<file path="src/rtl/alu_pkg.sv">
// Shared opcode map, control-state encoding and flag bit positions for alu_pipe.
// Flags are packed {N, V, C, Z}, so bit 0 is Z.
package alu_pkg;

   localparam logic [3:0] OP_ADD = 4'd0;
   localparam logic [3:0] OP_SUB = 4'd1;
   localparam logic [3:0] OP_SRL = 4'd2;
   localparam logic [3:0] OP_SLL = 4'd3;
   localparam logic [3:0] OP_ROR = 4'd4;
   localparam logic [3:0] OP_ROL = 4'd5;
   localparam logic [3:0] OP_AND = 4'd6;
   localparam logic [3:0] OP_OR  = 4'd7;
   localparam logic [3:0] OP_NOT = 4'd8;
   localparam logic [3:0] OP_XOR = 4'd9;
   localparam logic [3:0] OP_MUL = 4'd10;
   localparam logic [3:0] OP_SLT = 4'd11;

   typedef enum logic {
      IDLE = 1'b0,
      MUL  = 1'b1
   } state_t;

   localparam int FLG_Z = 0;
   localparam int FLG_C = 1;
   localparam int FLG_V = 2;
   localparam int FLG_N = 3;

endpackage

</file>
<file path="src/rtl/alu_pipe_if.sv">
// Operand/result handshake bundle between operand fetch, alu_pipe and writeback.
// master drives operands and out_ready; slave (the ALU) drives results and status.
interface alu_pipe_if #(parameter int WIDTH = 8);

   logic             in_valid;
   logic             in_ready;
   logic [WIDTH-1:0] a;
   logic [WIDTH-1:0] b;
   logic [3:0]       op;
   logic             out_valid;
   logic             out_ready;
   logic [WIDTH-1:0] f;
   logic [3:0]       flags;
   logic             busy;

   modport master (
      output in_valid, a, b, op, out_ready,
      input  in_ready, out_valid, f, flags, busy
   );

   modport slave (
      input  in_valid, a, b, op, out_ready,
      output in_ready, out_valid, f, flags, busy
   );

endinterface

</file>
<file path="src/rtl/alu_seq_mul.sv">
// Unsigned shift-add multiplier: one partial product per cycle, WIDTH cycles after start.
// done is high during the last iteration; product is then the final value (no stall).
module alu_seq_mul #(
   parameter int WIDTH = 8
) (
   input  logic               clk,
   input  logic               rst_n,
   input  logic               start,
   input  logic [WIDTH-1:0]   a,
   input  logic [WIDTH-1:0]   b,
   output logic               done,
   output logic [2*WIDTH-1:0] product
);

   localparam int CW = $clog2(WIDTH) + 1;

   logic [2*WIDTH-1:0] acc;
   logic [2*WIDTH-1:0] mcand;
   logic [2*WIDTH-1:0] acc_nxt;
   logic [WIDTH-1:0]   mplier;
   logic [CW-1:0]      cnt;

   // Product is exposed as the accumulator's next value so the caller can
   // capture it on the same edge as the final iteration.
   assign acc_nxt = mplier[0] ? (acc + mcand) : acc;
   assign product = acc_nxt;
   assign done    = (cnt == CW'(1));

   always_ff @(posedge clk or negedge rst_n) begin
      if (!rst_n) begin
         acc    <= '0;
         mcand  <= '0;
         mplier <= '0;
         cnt    <= '0;
      end else if (start) begin
         acc    <= '0;
         mcand  <= {{WIDTH{1'b0}}, a};
         mplier <= b;
         cnt    <= CW'(WIDTH);
      end else if (cnt != '0) begin
         acc    <= acc_nxt;
         mcand  <= mcand << 1;
         mplier <= mplier >> 1;
         cnt    <= cnt - CW'(1);
      end
   end

endmodule

</file>
<file path="src/rtl/alu_pipe.sv">
// Registered ALU with N/V/C/Z flags: latency 1 for single-cycle ops, WIDTH for MUL.
// Accepts only in IDLE with the output register free or draining; results hold while stalled.
module alu_pipe
   import alu_pkg::*;
#(
   parameter int WIDTH = 8,
   parameter int SHW   = $clog2(WIDTH)
) (
   input  logic       clk,
   input  logic       rst_n,
   alu_pipe_if.slave  bus
);

   state_t             state_q, state_d;
   logic               out_valid_q;
   logic [WIDTH-1:0]   f_q;
   logic [3:0]         flags_q;
   logic               accept;
   logic               mul_start;
   logic               mul_done;
   logic               mul_fire;
   logic [2*WIDTH-1:0] product;

   logic [SHW-1:0]     s;
   logic [WIDTH:0]     sum, diff, sll_w, srl_w;
   logic [2*WIDTH-1:0] ror_w, rol_w;
   logic [WIDTH-1:0]   ld_f;
   logic               ld_c, ld_v;
   logic [3:0]         ld_flags;

   assign bus.in_ready  = rst_n && (state_q == IDLE) && (!out_valid_q || bus.out_ready);
   assign bus.out_valid = out_valid_q;
   assign bus.f         = f_q;
   assign bus.flags     = flags_q;
   assign bus.busy      = (state_q == MUL);

   assign accept    = bus.in_valid && bus.in_ready;
   assign mul_start = accept && (bus.op == OP_MUL);
   assign mul_fire  = (state_q == MUL) && mul_done;

   alu_seq_mul #(.WIDTH(WIDTH)) u_mul (
      .clk     (clk),
      .rst_n   (rst_n),
      .start   (mul_start),
      .a       (bus.a),
      .b       (bus.b),
      .done    (mul_done),
      .product (product)
   );

   // Widened shifts carry the last bit shifted out in their spare bit.
   assign s     = bus.b[SHW-1:0];
   assign sum   = {1'b0, bus.a} + {1'b0, bus.b};
   assign diff  = {1'b0, bus.a} - {1'b0, bus.b};
   assign sll_w = {1'b0, bus.a} << s;
   assign srl_w = {bus.a, 1'b0} >> s;
   assign ror_w = {bus.a, bus.a} >> s;
   assign rol_w = {bus.a, bus.a} << s;

   always_comb begin
      ld_f = '0;
      ld_c = 1'b0;
      ld_v = 1'b0;
      if (state_q == MUL) begin
         ld_f = product[WIDTH-1:0];
         ld_c = |product[2*WIDTH-1:WIDTH];
      end else begin
         case (bus.op)
            OP_ADD: begin
               ld_f = sum[WIDTH-1:0];
               ld_c = sum[WIDTH];
               ld_v = (bus.a[WIDTH-1] == bus.b[WIDTH-1]) && (sum[WIDTH-1] != bus.a[WIDTH-1]);
            end
            OP_SUB: begin
               ld_f = diff[WIDTH-1:0];
               ld_c = diff[WIDTH];
               ld_v = (bus.a[WIDTH-1] != bus.b[WIDTH-1]) && (diff[WIDTH-1] != bus.a[WIDTH-1]);
            end
            OP_SRL: begin
               ld_f = srl_w[WIDTH:1];
               ld_c = srl_w[0];
            end
            OP_SLL: begin
               ld_f = sll_w[WIDTH-1:0];
               ld_c = sll_w[WIDTH];
            end
            OP_ROR:  ld_f = ror_w[WIDTH-1:0];
            OP_ROL:  ld_f = rol_w[2*WIDTH-1:WIDTH];
            OP_AND:  ld_f = bus.a & bus.b;
            OP_OR:   ld_f = bus.a | bus.b;
            OP_NOT:  ld_f = ~bus.a;
            OP_XOR:  ld_f = bus.a ^ bus.b;
            OP_SLT:  ld_f = WIDTH'($signed(bus.a) < $signed(bus.b));
            default: ld_f = '0;
         endcase
      end
      ld_flags        = '0;
      ld_flags[FLG_Z] = (ld_f == '0);
      ld_flags[FLG_C] = ld_c;
      ld_flags[FLG_V] = ld_v;
      ld_flags[FLG_N] = ld_f[WIDTH-1];
   end

   always_comb begin
      state_d = state_q;
      case (state_q)
         IDLE:    if (mul_start) state_d = MUL;
         MUL:     if (mul_done)  state_d = IDLE;
         default: state_d = IDLE;
      endcase
   end

   always_ff @(posedge clk or negedge rst_n) begin
      if (!rst_n) state_q <= IDLE;
      else        state_q <= state_d;
   end

   always_ff @(posedge clk or negedge rst_n) begin
      if (!rst_n) begin
         out_valid_q <= 1'b0;
         f_q         <= '0;
         flags_q     <= '0;
      end else if (mul_fire || (accept && !mul_start)) begin
         out_valid_q <= 1'b1;
         f_q         <= ld_f;
         flags_q     <= ld_flags;
      end else if (bus.out_ready) begin
         out_valid_q <= 1'b0;
      end
   end

endmodule

</file>
<file path="src/flat_wrapper.sv">
// flat-port wrapper written by rule: the top's interface ports become plain ports
module alu_pipe_flat import alu_pkg::*;
#(
   parameter int WIDTH = 8,
   parameter int SHW   = $clog2(WIDTH)
)
  (clk, rst_n, bus_in_valid, bus_a, bus_b, bus_op, bus_out_ready, bus_in_ready, bus_out_valid, bus_f, bus_flags, bus_busy);
  alu_pipe_if #(.WIDTH(WIDTH)) bus_i ();
  input  logic clk;
  input  logic rst_n;
  input wire logic [$bits(bus_i.in_valid)-1:0] bus_in_valid;
  input wire logic [$bits(bus_i.a)-1:0] bus_a;
  input wire logic [$bits(bus_i.b)-1:0] bus_b;
  input wire logic [$bits(bus_i.op)-1:0] bus_op;
  input wire logic [$bits(bus_i.out_ready)-1:0] bus_out_ready;
  output wire logic [$bits(bus_i.in_ready)-1:0] bus_in_ready;
  output wire logic [$bits(bus_i.out_valid)-1:0] bus_out_valid;
  output wire logic [$bits(bus_i.f)-1:0] bus_f;
  output wire logic [$bits(bus_i.flags)-1:0] bus_flags;
  output wire logic [$bits(bus_i.busy)-1:0] bus_busy;
  assign bus_i.in_valid = bus_in_valid;
  assign bus_i.a = bus_a;
  assign bus_i.b = bus_b;
  assign bus_i.op = bus_op;
  assign bus_i.out_ready = bus_out_ready;
  assign bus_in_ready = bus_i.in_ready;
  assign bus_out_valid = bus_i.out_valid;
  assign bus_f = bus_i.f;
  assign bus_flags = bus_i.flags;
  assign bus_busy = bus_i.busy;
  alu_pipe #(.WIDTH(WIDTH), .SHW(SHW)) u_core (.clk(clk), .rst_n(rst_n), .bus(bus_i));
endmodule
</file>
<file path="config.mk">
export PLATFORM = sky130hd
export DESIGN_NAME = alu_pipe_flat
export DESIGN_NICKNAME = d
export VERILOG_FILES = /design/src/rtl/alu_pkg.sv /design/src/rtl/alu_pipe_if.sv /design/src/rtl/alu_seq_mul.sv /design/src/rtl/alu_pipe.sv /design/src/flat_wrapper.sv
export SDC_FILE = /design/constraint.sdc
export NUM_CORES = 1
export LEC_CHECK = 0
export CAP_MARGIN = 10
export CELL_PAD_IN_SITES_DETAIL_PLACEMENT = 0
export CELL_PAD_IN_SITES_GLOBAL_PLACEMENT = 2
export CORE_ASPECT_RATIO = 0.7
export CORE_MARGIN = 2
export CORE_UTILIZATION = 37
export CTS_CLUSTER_DIAMETER = 80
export DETAILED_ROUTE_END_ITERATION = 8
export PLACE_DENSITY_LB_ADDON = 0.1
export SLEW_MARGIN = 0
export SYNTH_ARGS = -nofsm -noshare
export SYNTH_HDL_FRONTEND = slang
export SYNTH_SLANG_ARGS = --single-unit
</file>
<file path="constraint.sdc">
create_clock -name clk -period 2.9 [get_ports clk]
set_clock_uncertainty 0.1 [all_clocks]
set_input_delay 0.29 -clock clk [delete_from_list [all_inputs] [get_ports clk]]
set_output_delay 0.29 -clock clk [all_outputs]
set_load 0.005 [all_outputs]
</file>
==> results of run 1 <==
flip-flops by register name (all words and copies together), names as in the netlist:
| signal | cells |
|---|---|
| u_core.u_mul.acc | 16 |
| u_core.u_mul.mcand | 16 |
| u_core.u_mul.mplier | 8 |
| u_core.bus.f | 7 |
| u_core.bus.flags | 4 |
| u_core.u_mul.cnt | 4 |
| u_core.bus.busy | 1 |
| u_core.bus.out_valid | 1 |
kinds of logic after synthesis:
group,count (synthesis),share of synthesized area
AND/OR/NAND/NOR,297,0.2490
AO/OA/AOI/OAI,185,0.2086
buffers and inverters,81,0.06134
flip-flops,57,0.2454
adder cells (fa/ha/maj),46,0.1029
multiplexers,44,0.1104
XOR/XNOR,14,0.02239
how the worst min path moves through the flow:
| stage | slack, ns | to |
|---|---|---|
| 2_1_floorplan | -0.11 | u_core.bus.busy$_DFF_PN0_ |
| 3_3_place_gp | 0.38 | u_core.bus.f[2]$_DFFE_PN0P_ |
| 3_5_place_dp | 0.39 | u_core.bus.f[2]$_DFFE_PN0P_ |
| 4_1_cts | 0.14 | u_core.u_mul.mcand[2]$_DFFE_PN0P_ |
| 5_1_grt | 0.18 | u_core.u_mul.mcand[3]$_DFFE_PN0P_ |
| 6_report | 0.12 | u_core.u_mul.mcand[0]$_DFFE_PN0P_ |
final cells by class:
| class | count | area, um^2 |
|---|---|---|
| fill | 1489 | 7676 |
| sequential | 57 | 1426 |
| tap | 200 | 250.2 |
| multi-input combinational | 586 | 4197 |
| inverter | 29 | 108.9 |
| clock buffer | 14 | 274.0 |
| clock inverter | 2 | 35.03 |
| timing repair buffer | 185 | 1485 |
layout by cell type (no fill, tap or decap), types with 12 or more instances in the layout:
master	count
dfrtp_1	57
ha_1	41
a211oi_1	12
nand3_1	21
nor2_1	70
nand2b_1	15
o21ai_0	16
nor3_1	13
buf_4	146
mux2i_1	18
clkdlybuf4s50_1	36
nand2_1	106
nor2b_1	13
inv_1	26
a31oi_1	19
a21oi_1	58
repair_timing:
action,4_1_cts,5_1_grt
pin swaps,0,13
gates cloned,0,0
hold buffers,0,0
endpoints found under the setup margin,4,10
gates resized for setup,9,34
power by group:
group	switching, mW	internal [mW]
registers	0.257	1.07
clock network	0.358	0.734
logic	1.36	1.15
total	1.98	2.95
metrics by stage:
step | setup WS (ns) | cell area, um^2 | TNS, ns | hold slack [ns] | util
after global placement | -0.4589 | 7303 | -2.255 | 0.3805 | 0.4726
final | 0.06966 | 7776 | 0 | 0.1162 | 0.5032
after detailed placement | -0.4757 | 7303 | -2.759 | 0.3895 | 0.4726
after floorplan | 0.03236 | 5813 | 0 | -0.1056 | -
after CTS | 0.003908 | 7651 | 0 | 0.1352 | 0.4951
after global routing | -0.02582 | 7776 | -0.02582 | 0.1776 | 0.5032
worst max-delay path: cells and delay by family:
family          cells  cell delay (ns)
compound gates      5             1.07
simple gates        3             0.49
buf+inv             3             0.75
fa+ha+maj           1             0.34
metal layers:
layer / track usage / routed length [um] / part of all wire
met5: 0 / 0 / 0
met4: 0.03872 / 79 / 0.0037
met3: 0.07711 / 2018 / 0.096
met2: 0.3501 / 8380 / 0.40
met1: 0.3958 / 10630 / 0.50
==> flow_summary.ini, run 1 <==
[synth]
synthesis.area_um2 = 5813
ys_seq_elements = 57
syn_area_per_cell_um2 = 8.029
synth.most_common_cell = nand2_1
ys.flop_type = dfrtp_1
synth_commonest_cells = nand2_1 (106), nor2_1 (72), a21oi_1 (63)
syn_inst = 724
synth-warning-count = 0
yosys.area.top_type_share = 0.2454
synth_edf_count = 0
postSynth.asyncResetShare = 1.000
synth-seq-area-share = 0.2454
syn_nets = 794
ys_types = 80
synth_top_area_cell = dfrtp_1
synth_area_leaders = dfrtp_1 (25%), ha_1 (9.3%), nand2_1 (6.8%), a21oi_1 (5.4%), nor2_1 (4.6%)

[die]
core_um2 = 15450
boundaryPins = 39
die_h_um = 108.9
rows = 38
die_w_um = 153.8
start_util = 0.3762
die_area_um2 = 16750

[detailed_routing]
drtIter0Drc = 611
vias = 6160
wire_per_inst_um = 19.67
drt_wl_total_um = 21100
ant_nets = 0
drc = 0
vias_per_cell = 5.741
drtPass1Iterations = 5

[critical_path]
cp_slowest_cell = clkdlybuf4s50_1
r2r_slack_ns = 0.20
cp_slowest_stage_delay_ns = 0.50
crit_start = bus_b[1]
worstRegToRegCells = 11
critPathMaxFanout = 4
reg2reg_from = u_core.u_mul.mcand[0]$_DFFE_PN0P_
critPathArrivalTime_ns = 2.94
crit_type = in2reg
r2r-end = u_core.bus.flags[1]$_DFFE_PN0P_
crit_end = u_core.bus.flags[0]$_DFFE_PN0P_
critPathLaunchType = primary input
endpoint_kind = flop
cp_cell_sequence = clkdlybuf4s50_1, inv_2, ha_1, buf_4, nand3_1, nand2_1, a2111oi_4, o21ai_2, a31oi_2, a311oi_2, and4_1, a32o_1
required_ns = 3.01

[cells_and_area]
drive_gt1_frac = 0.2669
fin_cells = 1073
nets = 938
syn_to_final_growth_pct = 33.77
n_antenna_cell = 0

[place]
dp.cells = 1057
hpwl_um = 16690
finalWeightedCongestion = 0.9794
portBuffers = 38

[status]
status = finished clean

[clock_network]
cts_setup_buffers = 0
clock_latency_ns = 0.32
clk_path_buf_depth = 2
path_clk_slew_ns = 0.05
cts_tree = built
cts_made_buffers = 9
ctsRootBufferMaster = clkbuf_16
cts_sinks = 57
htreeDepth = 3

[grt]
antenna_found_initial = 0
grt_pass1_vias = 5864
grt_use_total = 0.2557
grt_first_pass_wirelength_um = 32870
grt_overflow = 0
grt_max_degree = 58

[timing]
clock.fmax_mhz = 353.3
min_period_ns = 2.830
slew_violations = 0
max-slew-margin-rel = 0.4999
finalHoldViolCount = 0
setup_viol = 0
tightest_slew_ns = 0.7501
final.period_utilization = 0.9760

[power_and_ir_drop]
ir_drop_mv = 0.3791
powerDensity_nw_per_um2 = 634.0
power_leakage_nw = 3.437
power.total_mw = 4.930

[min_path]
hp-class = in2async

[flow_run]
cap_violations = 0
Note: power is estimated with default switching activity, not from simulation.
==> run 2, diff against run 1 <==
ABC_AREA = 0   (was unset)
HOLD_SLACK_MARGIN = 0.03   (was unset)
PLACE_DENSITY = 0.94   (was unset)
PLACE_DENSITY_LB_ADDON = unset   (was 0.1)
==> run 2 against run 1 <==
Register-to-register slack worse by 0.07 ns; worst hold slack worse by 0.047 ns; combinational power hardly changed; setup slack better by 0.0087 ns; final area is 1.2% lower; critical path type unchanged; largest cell class unchanged; largest power group unchanged; highest routed layer unchanged.
==> flow_summary.ini, run 2 (synthesized netlist as in run 1, its figures left out) <==
[critical_path]
critPathLaunchType = primary input
crit_end = u_core.bus.flags[0]$_DFFE_PN0P_
r2r_slack_ns = 0.13
critPathArrivalTime_ns = 2.94
r2r-end = u_core.bus.flags[0]$_DFFE_PN0P_
reg2reg_from = u_core.u_mul.mcand[0]$_DFFE_PN0P_
crit_start = bus_b[2]
crit_type = in2reg
worstRegToRegCells = 11
endpoint_kind = flop
required_ns = 3.02
critPathMaxFanout = 10

[timing]
max-slew-margin-rel = 0.5041
finalHoldViolCount = 0
setup_viol = 0
tightest_slew_ns = 0.7438
clock.fmax_mhz = 354.4
min_period_ns = 2.822
hold_ws_ns = 0.06887
final.period_utilization = 0.9730
slew_violations = 0

[power_and_ir_drop]
swShare = 0.4078
p_comb_frac = 0.510
power_frac_clock = 0.218
powerDensity_nw_per_um2 = 634.8
ir_drop_mv = 0.3698
seq_power_share = 0.272
power_leakage_nw = 3.367
p_sw_mw = 1.988
intPower_mw = 2.887

[cells_and_area]
n_antenna_cell = 0
syn_to_final_growth_pct = 32.11
final_cell_mix = buf_4 (127), nand2_1 (106), nor2_1 (71), a21oi_1 (58), dfrtp_1 (57)
nets = 921
reg_top3 = u_core.u_mul.acc (16), u_core.u_mul.mcand (16), u_core.u_mul.mplier (8)
seqCellArea_um2 = 1426
final_cell_area_um2 = 7680
multiInputGateArea_um2 = 4218
drive_gt1_frac = 0.2570
final_common_cell = buf_4
filler_cell_count = 1441

[clock_network]
htreeDepth = 3
path_clk_slew_ns = 0.05
clock_latency_ns = 0.33
clk_path_buf_depth = 2
cts_tree = built
cts_made_buffers = 9
cts_sinks = 57
ctsRootBufferMaster = clkbuf_16
hold_buffers = 0

[grt]
grt_first_pass_wirelength_um = 31720
grt_overflow = 0
grt_use_total = 0.2434
antenna_found_initial = 0
grt_pass1_vias = 5894
grt_max_degree = 58

[die]
die_area_um2 = 16750
core_um2 = 15450
rows = 38
boundaryPins = 39
die_h_um = 108.9
start_util = 0.3762
die_w_um = 153.8

[detailed_routing]
vias_per_cell = 5.864
drtIter0Drc = 593
drt_wl_total_um = 19920
drtPass1Iterations = 6
vias = 6192
drc = 0
wire_per_inst_um = 18.86
ant_nets = 0

[place]
hpwl_um = 15190
postPlaceCellArea_um2 = 7156
finalWeightedCongestion = 1.011
portBuffers = 38

[status]
status = finished clean

[flow_run]
cap_violations = 0

[min_path]
hp-class = in2async
run 2: cell count changes in the layout (fill, tap and decap cells not counted), moves of 3 or more:
cell / before / now
buf_4: 146 / 127
ha_1: 41 / 38
ha_4: 0 / 3
o21ai_0: 16 / 21
o21ai_1: 9 / 4
run 2: final cells by class:
class                           count  area share
Clock buffer                       11     0.03161
Tap cell                          200     0.03258
Clock inverter                      5    0.007168
Sequential cell                    57      0.1857
Timing Repair Buffer              168      0.1795
Multi-Input combinational cell    586      0.5492
Inverter                           29     0.01417
run 2: per-layer routing:
metal | part of all wire | wire, um | GRT usage | vias up
li1 | - | - | - | 2873
met4 | 0.017 | 345 | 0.05073 | 0
met5 | 0 | 0 | 0 | -
met1 | 0.46 | 9126 | 0.3549 | 2949
met2 | 0.41 | 8171 | 0.3507 | 328
met3 | 0.11 | 2273 | 0.07870 | 42
run 2: worst min path at each step:
| stage | from | endpoint | slack [ns] | depth (start not counted) |
|---|---|---|---|---|
| CTS | rst_n | u_core.u_mul.acc[3]$_DFFE_PN0P_ | 0.11 | 2 |
| floorplan | rst_n | u_core.bus.busy$_DFF_PN0_ | -0.11 | 0 |
| global placement | u_core.bus.f[1]$_DFFE_PN0P_ | u_core.bus.f[1]$_DFFE_PN0P_ | 0.37 | 2 |
| detailed placement | u_core.bus.f[1]$_DFFE_PN0P_ | u_core.bus.f[1]$_DFFE_PN0P_ | 0.38 | 2 |
| global route | rst_n | u_core.u_mul.acc[9]$_DFFE_PN0P_ | 0.14 | 2 |
| finish | rst_n | u_core.u_mul.acc[4]$_DFFE_PN0P_ | 0.07 | 2 |
run 2: stage by stage:
| stage | setup TNS (ns) | total power, mW | cells | utilization | setup slack [ns] |
|---|---|---|---|---|---|
| after floorplan | 0 | 2.756 | 724 | - | 0.03236 |
| after global placement | -2.201 | 3.632 | 1036 | 0.4631 | -0.5734 |
| after detailed placement | -2.586 | 3.702 | 1036 | 0.4631 | -0.5543 |
| after CTS | -0.005329 | 4.797 | 1052 | 0.4844 | -0.005329 |
| after global routing | -0.04156 | 5.221 | 1056 | 0.4970 | -0.04156 |
| final | 0 | 4.875 | 1056 | 0.4970 | 0.07841 |
run 2: what timing repair did:
item                                    CTS  global route
pin swaps                                 0            15
endpoints found under the setup margin    4            11
buffers inserted                          0             4
cloned                                    0             0
endpoints found under the hold margin     0             0
gates resized for setup                   5            42
run 2: power groups by stage:
stage                     Combinational [mW]  Clock (mW)  Sequential (mW)
final                                   2.49        1.06             1.33
after global routing                    2.74        1.12             1.36
after CTS                               2.40        1.08             1.32
after detailed placement                2.37           0             1.33
after global placement                  2.32           0             1.32
after floorplan                         1.51           0             1.24
run 2: critical path: stages:
cell	delay [ns]
clkdlybuf4s50_1	0.50
inv_2	0.07
buf_6	0.15
ha_2	0.21
or2_2	0.29
o21a_1	0.20
a21o_1	0.19
a21oi_2	0.14
buf_4	0.13
o21ai_0	0.11
a211oi_2	0.30
nor2_1	0.09
a32o_1	0.27
